### src/rtl/mem_lsu_pkg.sv
// mem_lsu_pkg: shared constants, aluop codes and op-class helpers for mem_lsu (MEM_ALIGN_EXC_EN enables alignment exceptions)
package mem_lsu_pkg;
  localparam logic RstEnable = 1'b0;
  localparam int RegBus = 32;
  localparam int RegAddrBus = 5;
  localparam logic [RegBus-1:0] ZeroWord = '0;
  localparam logic [RegAddrBus-1:0] NOPRegAddr = '0;
  localparam logic WriteDisable = 1'b0;
  localparam logic [7:0] EXE_LB_OP = 8'b11100000;
  localparam logic [7:0] EXE_LBU_OP = 8'b11100100;
  localparam logic [7:0] EXE_LH_OP = 8'b11100001;
  localparam logic [7:0] EXE_LHU_OP = 8'b11100101;
  localparam logic [7:0] EXE_LW_OP = 8'b11100011;
  localparam logic [7:0] EXE_SB_OP = 8'b11101000;
  localparam logic [7:0] EXE_SH_OP = 8'b11101001;
  localparam logic [7:0] EXE_SW_OP = 8'b11101011;
  typedef enum logic [1:0] {IDLE, BUSY, DONE, DRAIN} state_t;
  function automatic logic is_load(input logic [7:0] op);
    return op inside {EXE_LB_OP, EXE_LBU_OP, EXE_LH_OP, EXE_LHU_OP, EXE_LW_OP};
  endfunction
  function automatic logic is_store(input logic [7:0] op);
    return op inside {EXE_SB_OP, EXE_SH_OP, EXE_SW_OP};
  endfunction
  function automatic logic is_byte(input logic [7:0] op);
    return op inside {EXE_LB_OP, EXE_LBU_OP, EXE_SB_OP};
  endfunction
  function automatic logic is_half(input logic [7:0] op);
    return op inside {EXE_LH_OP, EXE_LHU_OP, EXE_SH_OP};
  endfunction
  function automatic logic is_word(input logic [7:0] op);
    return op inside {EXE_LW_OP, EXE_SW_OP};
  endfunction
endpackage

### src/rtl/mem_lsu_lane.sv
// lsu_lane: big-endian byte-lane select, store replication and load extract/extend
module lsu_lane
  import mem_lsu_pkg::*;
(
  input  logic [7:0]        aluop,
  input  logic [1:0]        addr_lo,
  input  logic [RegBus-1:0] reg2,
  input  logic [RegBus-1:0] rdata,
  output logic [3:0]        sel,
  output logic [RegBus-1:0] wdata,
  output logic [RegBus-1:0] ldata
);
  logic [4:0] bsh, hsh;
  logic [7:0] b;
  logic [15:0] h;
  assign bsh = {~addr_lo, 3'b000};
  assign hsh = {~addr_lo[1], 4'b0000};
  assign b = rdata[bsh +: 8];
  assign h = rdata[hsh +: 16];
  assign sel = is_byte(aluop) ? 4'b1000 >> addr_lo : is_half(aluop) ? (addr_lo[1] ? 4'b0011 : 4'b1100) : 4'b1111;
  assign wdata = is_byte(aluop) ? {4{reg2[7:0]}} : is_half(aluop) ? {2{reg2[15:0]}} : reg2;
  assign ldata = aluop == EXE_LB_OP  ? {{24{b[7]}}, b} :
                 aluop == EXE_LBU_OP ? {24'b0, b} :
                 aluop == EXE_LH_OP  ? {{16{h[15]}}, h} :
                 aluop == EXE_LHU_OP ? {16'b0, h} : rdata;
endmodule

### src/rtl/mem_lsu.sv
// mem_lsu: MEM-stage load/store unit with req/ack bus FSM; MEM_ALIGN_EXC_EN enables misalignment exceptions
module mem_lsu
  import mem_lsu_pkg::*;
#(
  parameter int DW = 32,
  parameter int AW_REG = 5
) (
  input  logic              clk,
  input  logic              rst,
  input  logic              flush,
  input  logic [AW_REG-1:0] ex_wd,
  input  logic              ex_wreg,
  input  logic [DW-1:0]     ex_wdata,
  input  logic [7:0]        ex_aluop,
  input  logic [DW-1:0]     ex_mem_addr,
  input  logic [DW-1:0]     ex_reg2,
  output logic              dbus_req,
  output logic              dbus_we,
  output logic [DW-1:0]     dbus_addr,
  output logic [3:0]        dbus_sel,
  output logic [DW-1:0]     dbus_wdata,
  input  logic [DW-1:0]     dbus_rdata,
  input  logic              dbus_ack,
  output logic [AW_REG-1:0] mem_wd,
  output logic              mem_wreg,
  output logic [DW-1:0]     mem_wdata,
  output logic              stallreq,
  output logic              exc_adel,
  output logic              exc_ades
);
  state_t state_q, state_d;
  logic [DW-1:0] rdata_q, rdata_d, addr_q, addr_d, wdata_q, wdata_d;
  logic [3:0] sel_q, sel_d, lane_sel;
  logic we_q, we_d;
  logic [DW-1:0] lane_wdata, lane_ldata;
  logic ld, st, mem_op, misalign, idle, on, req, stall, adel, ades, nop;
  assign ld = is_load(ex_aluop);
  assign st = is_store(ex_aluop);
  assign mem_op = ld | st;
  assign idle = state_q == IDLE;
  assign on = rst != RstEnable;
`ifdef MEM_ALIGN_EXC_EN
  assign misalign = (is_half(ex_aluop) & ex_mem_addr[0]) | (is_word(ex_aluop) & |ex_mem_addr[1:0]);
`else
  assign misalign = 1'b0;
`endif
  lsu_lane u_lane (
    .aluop(ex_aluop),
    .addr_lo(ex_mem_addr[1:0]),
    .reg2(ex_reg2),
    .rdata(rdata_q),
    .sel(lane_sel),
    .wdata(lane_wdata),
    .ldata(lane_ldata)
  );
  always_comb begin
    state_d = state_q;
    rdata_d = rdata_q;
    we_d = idle ? st : we_q;
    addr_d = idle ? {ex_mem_addr[DW-1:2], 2'b00} : addr_q;
    sel_d = idle ? lane_sel : sel_q;
    wdata_d = idle ? lane_wdata : wdata_q;
    req = 1'b0;
    stall = 1'b0;
    adel = 1'b0;
    ades = 1'b0;
    nop = 1'b1;
    case (state_q)
      IDLE: begin
        nop = flush | mem_op;
        if (!flush && mem_op && misalign) begin
          adel = ld;
          ades = st;
        end else if (!flush && mem_op) begin
          req = 1'b1;
          stall = 1'b1;
          state_d = dbus_ack ? DONE : BUSY;
          rdata_d = dbus_ack ? dbus_rdata : rdata_q;
        end
      end
      BUSY: begin
        req = 1'b1;
        stall = 1'b1;
        state_d = dbus_ack ? (flush ? IDLE : DONE) : (flush ? DRAIN : BUSY);
        rdata_d = (dbus_ack && !flush) ? dbus_rdata : rdata_q;
      end
      DONE: begin
        nop = flush;
        state_d = IDLE;
      end
      DRAIN: begin
        req = 1'b1;
        stall = 1'b1;
        state_d = dbus_ack ? IDLE : DRAIN;
      end
      default: state_d = IDLE;
    endcase
  end
  always_ff @(posedge clk) begin
    if (rst == RstEnable) begin
      state_q <= IDLE;
      rdata_q <= '0;
      we_q <= 1'b0;
      addr_q <= '0;
      sel_q <= '0;
      wdata_q <= '0;
    end else begin
      state_q <= state_d;
      rdata_q <= rdata_d;
      we_q <= we_d;
      addr_q <= addr_d;
      sel_q <= sel_d;
      wdata_q <= wdata_d;
    end
  end
  assign dbus_req = on & req;
  assign dbus_we = on & req & we_d;
  assign dbus_addr = (on & req) ? addr_d : ZeroWord;
  assign dbus_sel = (on & req) ? sel_d : 4'b0000;
  assign dbus_wdata = (on & req) ? wdata_d : ZeroWord;
  assign stallreq = on & stall;
  assign exc_adel = on & adel;
  assign exc_ades = on & ades;
  assign mem_wd = (on & !nop) ? ex_wd : NOPRegAddr;
  assign mem_wreg = (on & !nop) ? (state_q == DONE ? ld & ex_wreg : ex_wreg) : WriteDisable;
  assign mem_wdata = (on & !nop) ? ((state_q == DONE && ld) ? lane_ldata : ex_wdata) : ZeroWord;
endmodule

### config.mk
export PLATFORM = sky130hd
export DESIGN_NAME = mem_lsu
export DESIGN_NICKNAME = d
export VERILOG_FILES = /design/src/rtl/mem_lsu_pkg.sv /design/src/rtl/mem_lsu_lane.sv /design/src/rtl/mem_lsu.sv
export SDC_FILE = /design/constraint.sdc
export NUM_CORES = 1
export LEC_CHECK = 0
export ABC_AREA = 1
export CAP_MARGIN = 25
export CORE_ASPECT_RATIO = 0.9
export CORE_UTILIZATION = 39
export DETAILED_ROUTE_END_ITERATION = 12
export PLACE_DENSITY = 0.75
export SLEW_MARGIN = 20
export SYNTH_ARGS = -nofsm -noshare
export SYNTH_HDL_FRONTEND = slang
export SYNTH_SLANG_ARGS = --single-unit
export TNS_END_PERCENT = 10
### constraint.sdc
create_clock -name clk -period 1.5 [get_ports clk]
set_input_delay 0.15 -clock clk [delete_from_list [all_inputs] [get_ports clk]]
set_output_delay 0.15 -clock clk [all_outputs]
set_load 0.01 [all_outputs]
# Word level (Yosys, flattened, before mapping)
# Index checks and enable logic that the tools add are counted.
totals:
  reg_bits: 103
  input_bits: 146
  out_inout_bits: 111
  elab_cells: 79
op_classes:
  eq_ne: 14
  shift: 3
  n_mux: 35
  n_bitwise: 8
  reduce_logical: 13
op_table:
  columns: ["operator", "n"]
  rows:
  - ["$mux 32", 15]
  - ["$eq 8x8->1 const B", 8]
  - ["$pmux 32 s2", 1]
  - ["$shiftx 32x6->16", 1]
  - ["$shiftx 32x6->8", 1]
  - ["$mux 4", 5]
  - ["$mux 2", 6]
  - ["$reduce_bool 3->1", 3]
  - ["$pmux 2 s4", 1]
  - ["$mux 5", 1]
  - ["$reduce_bool 5->1", 1]
  - ["$and 1x1->1", 4]
  - ["$eq 2x2->1 const B", 2]
  - ["$mux 1", 4]
  - ["$ne 2x2->1 const B", 2]
  - ["$pmux 1 s2", 2]
  - ["$reduce_and 4->1", 1]
  - ["$shr 4x2->4 const A", 1]
  - ["$logic_and 1x1->1", 3]
  - ["$eq 2x1->1 const B", 1]
  - ["$logic_not 1->1", 2]
  - ["$logic_not 2->1", 1]
  - ["$ne 2x1->1 const B", 1]
  - ["$not 2->2", 1]
  - ["4 further kinds", 5]

# Logic depth before layout (Yosys ltp)
depth:
  ltp_word: 8
  depth_mapped: 12
  depth_no_buf: 10

# Cells and area by module
# Synthesis repeated with hierarchy kept, for this count alone.
unflattened:
  cells_unflattened: 1038
  hier_area_um2: 6716.4
modules_own_cells:
  columns: ["module", "instances", "cells_each", "area_per_inst_um2", "seq_area_each_um2"]
  rows:
  - ["mem_lsu", 1, 671, 4897.2, 2062.0]
  - ["lsu_lane", 1, 367, 1819.2, 0.0]

# Worst setup path before layout
# OpenSTA, ideal clock, no wires.
synth_timing:
  path_kind: "input to output"
  from: "in ex_aluop[4]"
  to: "out stallreq"
  arrival_time_ps: 1463
  required_time_ps: 1350
  path_slack_ps: -113
  path_stages: 12
  path_buffers: 3
  path_cell_list: "inv_1 > nand2_1 > nor2_4 > o211ai_2 > nand3_2 > nand3_1 > nand2_2 > nand2_1 > buf_4 > buf_4 > inv_1 > buf_4"
synth_via:
  elab_chain_cells: 7
  elab_cells_between_ends: 15
  classes_between: "eq/ne (8); mux (2); bitwise (2); reduce/logical (3)"
synth_rtl:
  columns: ["element", "line_no", "text"]
  rows:
  - ["start, declared", "mem_lsu.sv:14", "input logic [7:0] ex_aluop,"]
  - ["$eq 8x8->1 (on tied branches)", "mem_lsu_pkg.sv:19, mem_lsu_pkg.sv:22", null]
  - ["$reduce_bool 5->1 / $reduce_bool 3->1 (equally long branches)", "mem_lsu_pkg.sv:19, mem_lsu_pkg.sv:22", null]
  - ["$or 1x1->1 *", "mem_lsu.sv:39", "assign mem_op = ld | st;"]
  - ["$logic_and 1x1->1 *", "mem_lsu.sv:74", "end else if (!flush && mem_op) begin"]
  - ["$mux 1 *", null, null]
  - ["$pmux 1 s2 *", null, null]
  - ["$and 1x1->1 *", null, null]
  - ["end, declared", "mem_lsu.sv:27", "output logic stallreq,"]
# Mark *: on every way between the ends. The rest lies on a longest branch, timed or not.

# Worst setup path in the final report
layout_timing:
  from: "reg state_q[0]"
  to: "out dbus_wdata[27]"
layout_via:
  elab_chain_cells: 5
  elab_cells_between_ends: 8
  classes_between: "eq/ne (2); mux (3); bitwise (1); reduce/logical (2)"
layout_rtl:
  columns: ["element", "line_no", "text"]
  rows:
  - ["start, declared", "mem_lsu.sv:31", "state_t state_q, state_d;"]
  - ["start signal, assigned", "mem_lsu.sv:108", "state_q <= state_d;"]
  - ["$eq 2x2->1 / $eq 2x1->1 (equally long branches)", "mem_lsu.sv:68", "case (state_q)"]
  - ["$reduce_or 2->1 (no source line)", null, null]
  - ["$pmux 1 s2", "mem_lsu.sv:68", null]
  - ["$and 1x1->1", "mem_lsu.sv:120", "assign dbus_wdata = (on & req) ? wdata_d : ZeroWord;"]
  - ["$mux 32 *", "mem_lsu.sv:120", null]
  - ["end, declared", "mem_lsu.sv:21", "output logic [DW-1:0] dbus_wdata,"]
# Marked as above.

==> metrics.md <==
| Metric | Value |
|---|---|
| Status | finished, violations left |
| Violated checks | setup timing |
| Slew Viols, Final | 0 |
| Via density | 5.76 |
| Die height | 118 um |
| Bufs on Longest Clock Path | 2 |
| Top-area cell type share of the netlist area | 35.1% |
| Nets | 1509 |
| Total core area | 14700 um^2 |
| DP Worst Slack | -1110 ps |
| Worst EP arrival | 2110 ps |
| Post-cts hold buffer count | 0 |
| Cell Chain, Critical Path | nor2_4, buf_12, buf_8, buf_4, o21ai_1, buf_4, a21oi_4, a21oi_4, nor2_2, buf_2 |
| Sw Ratio | 30.5% |
| Internal | 0.00490 W |
| Final HPWL DP | 16200 um |
| Met2 usage | 63.2% |
| Hold WS | 376 ps |
| First-pass GRT wire length | 43500 um |
| DR pass1 iterations | 5 |
| Gpl congestion | 0.913 |
| Power per standard cell area | 591 nW/um^2 |
| DRT iter0 DRCs | 1027 |
| M3 GR Usage | 10.4% |
| Total leakage power | 5.53 nW |
| Most frequent cell after synthesis | nor2_1 |
| Synth Instances | 929 |
| Post-synthesis sequential area ratio | 35.1% |
| H-tree levels | 3 |
| Maxcap violations | 0 |
| Port Buffers | 254 |
| Max incr delay on CP | 410 ps |
| Initial Util | 39.9% |
| VDD IR max | 0.622 mV |
| Die Width | 131 um |
| Fin. Hold Viols | 0 |
| Number of synthesized flops with an enable pin | 0 |
| Clk_lat worst skew | 380 ps |
| Min-Delay Path Class | in2reg |
| Worst Path Required | 1350 ps |
| Busiest layer in global routing | met2 |
| CTS Buf Count | 9 |
| TritonCTS clock tree | done |
| Unrepaired setup endpoints after global routing | true |
| Fraction of layout cells with a size suffix above 1 | 45.5% |
| YS warnings | 0 |
| Post-route antenna net violation count | 0 |
| Vias | 9008 |
| CP Max Fanout | 4 |
| Rows | 42 |
| Crit share post-route | 151% |
| Clock Tree Root | clkbuf_16 |
| Synth cell count leaders | 280 x nor2_1, 103 x dfxtp_1, 97 x a21oi_1, 93 x nand2_1, 89 x o21ai_0 |
| PnR worst setup slack | -764 ps |
| Slew @ Worst Pin | 667 ps |
| Fmax | 442 MHz |
| Post-route DRC | 0 |
| Netlist cell types | 34 |
| Setup CP Type | reg2out |
| Cell Area, Synth | 5870 um^2 |
| Seq cells post-synth | 103 |
| Worst-path clk slew | 90 ps |
| Clock power frac | 34.1% |
| I/O pin cnt | 257 |
| Total Routing Usage GR | 35.6% |
| Global routing met1 resource utilization | 38.4% |
| Grt ovf | 0 |
| Area grow syn2layout | 103% |
| Comb pwr share | 24.3% |
| Largest net degree at the start of global routing | 53 |
| Normalized max-slew margin | 55.5% |
| Mean Syn Cell Area | 6.32 um^2 |
| Asr flop ratio synth | 0% |
| CP Capture Type | output pin |
| Initial antenna violation count | 4 |
| Final Skew | 22.5 ps |
| CTS Sinks | 103 |
| Routed wire per std cell | 22.3 um |
| Largest cells by area after synthesis | dfxtp_1 35%, nor2_1 18%, a21oi_1 8.3% |
| Worst path bufs/invs | 5 |
| CP delay by family, top | buffers and inverters |
| Startpoint Class | register |
| Largest area contributor in the netlist | dfxtp_1 |
| Die area | 15600 um^2 |
| Final min period | 2260 ps |
| Synth Flop Type | dfxtp_1 |
| Vias in the first global route | 8471 |
| Register share of total power | 41.6% |
| Sw Pwr | 0.00215 W |
| CP max-delay cell | dfxtp_4 |
| Total Wirelength | 34800 um |
| Setup violators final | 181 |
## layer usage
layer	part of all wire (%)	wire length (um)
met5	0.11	38
met4	10	3470
met3	12	4150
met2	46	16100
met1	32	11100
## power groups by stage
stage	Sequential (W)	Combinational [W]	Clock [W]
5_1_grt	0.00294	0.00178	0.00249
3_5_place_dp	0.00294	0.00117	0
6_report	0.00293	0.00172	0.00240
2_1_floorplan	0.00293	0.000442	0
4_1_cts	0.00290	0.00139	0.00233
3_3_place_gp	0.00294	0.00115	0
## tightest hold or removal path: stages
cell and delay, ps:
clkdlybuf4s50_1 400, a21oi_1 110, nor2_1 50
## worst paths after layout
path,start,endpoint,slack (ps),depth (start not counted)
worst max-delay path,state_q[0]$_SDFFE_PN0P_,dbus_wdata[27],-760,10
worst min-delay path,dbus_rdata[23],rdata_q[23]$_SDFFE_PN0P_,380,3
worst max register to register,state_q[0]$_SDFFE_PN0P_,wdata_q[13]$_SDFF_PN0_,-610,15
worst min register to register,addr_q[0]$_SDFF_PN0_,addr_q[0]$_SDFF_PN0_,490,2
## final cells by class
cell class | count | area [um^2]
multi-input combinational | 684 | 4530
inverter | 81 | 324
clock inverter | 6 | 53.8
antenna | 1 | 2.50
timing repair buffer | 483 | 4470
fill | 835 | 2790
tap | 198 | 248
sequential | 103 | 2070
clock buffer | 9 | 225
## sequential cells by signal (all words and copies together), names as in the netlist
| register | cells |
|---|---|
| we_q | 1 |
| sel_q | 4 |
| wdata_q | 32 |
| rdata_q | 32 |
| state_q | 2 |
| addr_q | 32 |
## cell families after synthesis
family / synth area share, %
AOI/OAI and AO/OA: 18.6
buffers and inverters: 10.5
other: 0.0639
adders and majority gates: 0.213
DFF: 35.1
and+or+nand+nor: 30.0
muxes: 5.45
## what timing repair did
item | in CTS | in global routing
gates cloned | 9 | 6
setup buffers | 80 | 22
pin swaps | 59 | 45
setup endpoints to repair | 180 | 175
resized for setup | 656 | 198
## per-stage QoR
| stage | total power, W | util [%] | TNS (ps) | instances | instance area [um^2] |
|---|---|---|---|---|---|
| finish | 0.00705 | 81.0 | -76900 | 1565 | 11900 |
| global route | 0.00721 | 81.0 | -84290 | 1565 | 11900 |
| CTS | 0.00662 | 76.8 | -57850 | 1545 | 11300 |
| detailed placement | 0.00411 | 65.6 | -148620 | 1446 | 9650 |
| global placement | 0.00409 | 65.6 | -138590 | 1446 | 9650 |
| floorplan | 0.00337 | - | -292 | 930 | 6040 |
## cell usage in the layout (no fill, tap or decap), drive strengths merged, types with 2 or more instances in the layout
cell	count
nand4	3
clkbuf	30
inv	83
nor3	7
buf	318
nor2	283
nand2	97
mux2i	32
a21oi	97
dfxtp	103
o211ai	2
a22oi	7
clkdlybuf4s50	134
clkinv	4
dlygate4sd2	4
nand3	50
clkdlybuf4s15	6
o21ai	98
conb	2
No activity file was read; power rests on OpenSTA's default activity.
